$ cat config.mk
export PLATFORM = sky130hd
export DESIGN_NAME = i2s_tx
export DESIGN_NICKNAME = d
export VERILOG_FILES = /design/src/rtl/i2s_tx.sv
export SDC_FILE = /design/constraint.sdc
export NUM_CORES = 1
export LEC_CHECK = 0
export CORE_MARGIN = 2
export CORE_UTILIZATION = 50
export DETAILED_ROUTE_END_ITERATION = 10
export PLACE_DENSITY_LB_ADDON = 0.12
export RECOVER_POWER = 100
export SYNTH_ARGS = -nofsm -noshare
export SYNTH_HDL_FRONTEND = slang
export SYNTH_SLANG_ARGS = --single-unit
$ cat constraint.sdc
create_clock -name clk100 -period 2.1 [get_ports clk100]
set_input_delay 0.42 -clock clk100 [delete_from_list [all_inputs] [get_ports clk100]]
set_output_delay 0.42 -clock clk100 [all_outputs]
set_load 0.02 [all_outputs]
$ cat src/rtl/i2s_tx.sv
`timescale 1ns/1ps
`default_nettype none
// ============================================================================
// Module   : i2s_tx
// Purpose  : I2S transmitter with fixed 32-slot half-frames derived from a
//            100 MHz clock; one-deep sample-pair holding register.
// Revision : 1.0 - initial release
// ============================================================================
module i2s_tx #(
   parameter int WIDTH = 24
) (
   input  logic             clk100,
   input  logic             rst,
   input  logic [WIDTH-1:0] din_l,
   input  logic [WIDTH-1:0] din_r,
   input  logic             din_valid,
   output logic             din_ready,
   output logic             underrun,
   output logic             frame_tick,
   output logic             mclk,
   output logic             sclk,
   output logic             lrck,
   output logic             sdata
);
   localparam logic [4:0] LAST_SLOT = 5'(WIDTH);

   logic [10:0]      cnt;
   logic             hold_full;
   logic [WIDTH-1:0] hold_l;
   logic [WIDTH-1:0] hold_r;
   logic [WIDTH-1:0] shift_l;
   logic [WIDTH-1:0] shift_r;

   logic [4:0] slot;
   logic       frame_start;
   logic       slot_start;
   logic       data_slot;
   logic       accept;

   // Frame start is the cycle in which cnt is about to wrap to 0.
   assign slot        = cnt[9:5];
   assign frame_start = (cnt == 11'd2047);
   assign slot_start  = (cnt[4:0] == 5'd0);
   assign data_slot   = (slot != 5'd0) && (slot <= LAST_SLOT);
   assign accept      = din_valid && !hold_full;
   assign din_ready   = !hold_full;

   always_ff @(posedge clk100 or negedge rst) begin
      if (!rst) begin
         cnt        <= '0;
         mclk       <= 1'b0;
         sclk       <= 1'b0;
         lrck       <= 1'b0;
         frame_tick <= 1'b0;
         underrun   <= 1'b0;
      end else begin
         cnt        <= cnt + 11'd1;
         mclk       <= cnt[1];
         sclk       <= cnt[4];
         lrck       <= cnt[10];
         frame_tick <= frame_start;
         underrun   <= frame_start && !hold_full;
      end
   end

   // A frame start with an empty holding register may still capture a pair;
   // that pair then plays in the following frame.
   always_ff @(posedge clk100 or negedge rst) begin
      if (!rst) begin
         hold_full <= 1'b0;
         hold_l    <= '0;
         hold_r    <= '0;
      end else if (frame_start && hold_full) begin
         hold_full <= 1'b0;
      end else if (accept) begin
         hold_full <= 1'b1;
         hold_l    <= din_l;
         hold_r    <= din_r;
      end
   end

   // sdata is registered at slot boundaries so it lines up with the
   // registered sclk falling edge.
   always_ff @(posedge clk100 or negedge rst) begin
      if (!rst) begin
         shift_l <= '0;
         shift_r <= '0;
         sdata   <= 1'b0;
      end else if (frame_start) begin
         shift_l <= hold_full ? hold_l : '0;
         shift_r <= hold_full ? hold_r : '0;
      end else if (slot_start) begin
         if (!data_slot) begin
            sdata <= 1'b0;
         end else if (cnt[10]) begin
            sdata   <= shift_r[WIDTH-1];
            shift_r <= {shift_r[WIDTH-2:0], 1'b0};
         end else begin
            sdata   <= shift_l[WIDTH-1];
            shift_l <= {shift_l[WIDTH-2:0], 1'b0};
         end
      end
   end
endmodule
`default_nettype wire
==> impl_metrics.ini <==
[run_status]
status = complete, no violations

[global_routing]
globalRoute.totalOverflow = 0
grt_max_degree = 45
grtUsageTotal_pct = 19.42
grt_first_pass_wirelength_mm = 15.21
via_count_of_the_first_global_routing_pass = 3022
antenna_found_initial = 0

[hold_path]
hold_class = input port to asynchronous set/reset pin

[setup_path]
capture_point_of_the_worst_reg_to_reg_path = shift_l[2]
setup.reg_to_reg.worst_slack_ns = 0.07
slowest_stage_cell_on_the_critical_path = sky130_fd_sc_hd__dfrtp_2
critPathRequiredTime_ns = 2.50
worst_setup_path_endpoint = shift_l[2]
largest_delay_contributor_family_on_the_critical_path = compound AO/OA/AOI/OAI gates
timing.critical_path.buf_inv = 2
reg2reg_from = cnt[0]
critical_path_cell_count = 7
crit_path_end_kind = flop
crit_arrival_ns = 2.43
crit_path_cell_trace = inv_2 > ha_4 > nor4b_4 > o221ai_2 > o21ai_4 > clkbuf_16 > mux2_2
startpoint = cnt[0]
critPathKind = flop to flop
crit_path_max_incr_delay_ns = 0.43
largest_fanout_of_any_net_on_the_critical_path = 5
timing.reg2reg.worst_path_depth = 7
critPathLaunchType = flop

[pwr]
vdd_ir_drop_max_mv = 0.6583
p_per_area_mw_per_mm2 = 828.7
leakage_nw = 3.033
finalPower_mw = 5.375

[sta]
timing.slew.headroom_pct = 59.02
rsz_0062_raised_after_global_routing = true
timing.fmax_ghz = 0.4922
timing.final.crit_period_ns = 2.032
worst_pin_slew_ns = 0.6148
holdWs_ns = 0.4604
final-hold-violation-count = 0
post-route-period-util_pct = 96.74
setup_violations = 0
drv_slew = 0
skew_ns = 0.009291

[clocking]
clock_tree.htree_level_count = 4
worst_setup_hold_path_clk_slew_ns = 0.06
clock_insertion_delay_worst_skew_ns = 0.52
cts_buffer_depth = 2
tritoncts = yes
ctsRootBufferMaster = sky130_fd_sc_hd__clkbuf_8
cts_sinks = 114
cts-buffers-inserted = 17

[synthesis]
synth_largest_type_area_fraction_pct = 59.19
synth_compound_gate_area_share_pct = 10.18
netlist.top_cell.by_area = sky130_fd_sc_hd__dfrtp_1
synth.yosys.seq_area_share_pct = 59.19
async_reset_ff_share_pct = 100.0
synthCells = 329
synth_top_cells_by_count = 114 x sky130_fd_sc_hd__dfrtp_1, 54 x sky130_fd_sc_hd__mux2_2, 44 x sky130_fd_sc_hd__a22o_1, 29 x sky130_fd_sc_hd__mux2_1, 8 x sky130_fd_sc_hd__mux2_4
post_synth.cell_area_avg_um2 = 14.65
synth.most_common_cell = sky130_fd_sc_hd__dfrtp_1
synthAdderAreaFrac_pct = 0.5192
netlist_area_mm2 = 0.004820
synth_cell_type_count = 39
synth_enable_flop_cells = 0
ys.warnings.count = 0
synth_top_family_by_area = multiplexers
area_fraction_in_and_or_nand_and_nor_cells_after_synthesis_pct = 3.712
yosys_most_used_dff = sky130_fd_sc_hd__dfrtp_1
synth_seq_cells = 114
synth.top_cells.by_area = sky130_fd_sc_hd__dfrtp_1 59%, sky130_fd_sc_hd__mux2_2 13%, sky130_fd_sc_hd__a22o_1 8.0%
yosys-mux-area-fraction_pct = 22.09
syn_nets = 382
synth_xor_xnor_area_share_pct = 1.636

[floorplan]
design.portCount = 58
rows = 35
die_area_mm2 = 0.01044
initial_utilization_pct = 51.91
width_of_the_die_um = 102.2
die_ht_um = 102.2
core-area_mm2 = 0.009284

[drt]
drtPass1Iterations = 6
remaining_drc_errors = 0
ant_nets = 0
iteration_0_drc_count_of_the_detailed_router = 88
route.final.wire_length_mm = 9.542
dr_total_vias = 3021
avgViaCountPerCell = 5.433
routedWlPerCell_um = 17.16

[cells_and_area]
drive_above_1_share_pct = 33.96
area_growth_syn_to_layout_pct = 34.58
n_antenna_cell = 0
final_net_count = 467

[placed_design]
numPortBuffers = 57
gp_congestion = 0.8455
dp.final_hpwl_mm = 5.712

[run]
cap_violations = 0
[sequential cells by signal, indices dropped and copies added, names as in the netlist, 11 cells and up]
signal   count
hold_r      24
shift_l     24
hold_l      24
shift_r     24
cnt         11
[metal layers]
| layer | up-vias | track usage (%) | share of wire [%] |
|---|---|---|---|
| met4 | 0 | 8.000 | 1.8 |
| met1 | 1554 | 26.16 | 47 |
| met3 | 17 | 5.472 | 3.7 |
| met2 | 56 | 29.91 | 48 |
| li1 | 1394 | - | - |
| met5 | - | 0 | 0 |
[worst min-delay path by stage]
stage               startpoint          to  slack (ns)  depth (start not counted)
floorplan                  rst      cnt[0]        0.12                          0
global placement           rst  shift_l[4]        0.47                          1
detailed placement         rst  shift_l[4]        0.47                          1
CTS                        rst  shift_l[4]        0.47                          2
global route               rst  shift_l[4]        0.50                          2
finish                     rst   hold_l[5]        0.46                          2
[timing repair]
item,4_1_cts,5_1_grt
buffers inserted,0,5
endpoints found under the setup margin,0,47
hold buffers,1,0
endpoints found under the hold margin,40,0
resized for setup,0,20
[placed cells by master (no fill, tap or decap), types with 2 or more instances in the layout]
cell	netlist	final
sky130_fd_sc_hd__inv_1	6	4
sky130_fd_sc_hd__inv_6	0	3
sky130_fd_sc_hd__mux2_1	29	24
sky130_fd_sc_hd__and3_1	5	5
sky130_fd_sc_hd__nand2_1	5	5
sky130_fd_sc_hd__buf_4	3	18
sky130_fd_sc_hd__dfrtp_2	0	2
sky130_fd_sc_hd__dfrtp_1	114	112
sky130_fd_sc_hd__ha_4	0	2
sky130_fd_sc_hd__nor2_1	5	5
sky130_fd_sc_hd__inv_2	0	2
sky130_fd_sc_hd__clkinv_4	0	4
sky130_fd_sc_hd__clkinvlp_4	0	3
sky130_fd_sc_hd__mux2_4	8	14
sky130_fd_sc_hd__o21ai_4	1	2
sky130_fd_sc_hd__a22o_1	44	44
sky130_fd_sc_hd__xnor2_1	5	5
sky130_fd_sc_hd__nand3_1	6	5
sky130_fd_sc_hd__mux2_2	54	53
sky130_fd_sc_hd__nor3_2	1	2
sky130_fd_sc_hd__clkbuf_16	0	18
sky130_fd_sc_hd__buf_12	0	8
sky130_fd_sc_hd__bufinv_16	0	2
sky130_fd_sc_hd__clkdlybuf4s50_1	0	55
sky130_fd_sc_hd__clkinv_2	0	3
sky130_fd_sc_hd__xor2_1	4	4
[power breakdown]
group / switching (mW) / internal [mW]
combinational: 0.0803 / 0.167
sequential: 0.0583 / 2.31
clock: 1.07 / 1.69
total: 1.21 / 4.17
[worst register-to-register path, delay by kind of cell, from the launching register on]
kind | cells | cell delay, ns
adder cells (fa/ha/maj) | 1 | 0.11
AO/OA/AOI/OAI | 2 | 0.53
flip-flops | 1 | 0.43
AND/OR/NAND/NOR | 1 | 0.21
multiplexers | 1 | 0.32
buffers and inverters | 2 | 0.30
[kinds of logic after synthesis]
family	count (synthesis)
adder cells (fa/ha/maj)	2
multiplexers	92
buffers and inverters	26
AO/OA/AOI/OAI	55
XOR/XNOR	9
flip-flops	114
AND/OR/NAND/NOR	31
[area by class of cell]
| cell class | instances | area [µm²] |
|---|---|---|
| Inverter | 6 | 22.52 |
| Multi-Input combinational cell | 189 | 1944 |
| Clock inverter | 15 | 158.9 |
| Tap cell | 129 | 161.4 |
| Timing Repair Buffer | 86 | 929.6 |
| Clock buffer | 17 | 414.1 |
| Fill cell | 638 | 2798 |
| Sequential cell | 114 | 2855 |
[through the flow]
stage	area [µm²]	instances	TNS, ns	utilization (%)	setup WS (ns)
3_5_place_dp	5715	515	0	61.56	0.08944
2_1_floorplan	4820	329	0	-	0.09210
5_1_grt	6486	556	-0.06462	69.87	-0.01276
6_report	6486	556	0	69.87	0.06843
4_1_cts	6299	548	0	67.84	0.0004768
3_3_place_gp	5715	515	0	61.56	0.1050
Note: power is estimated with default switching activity, not from simulation.
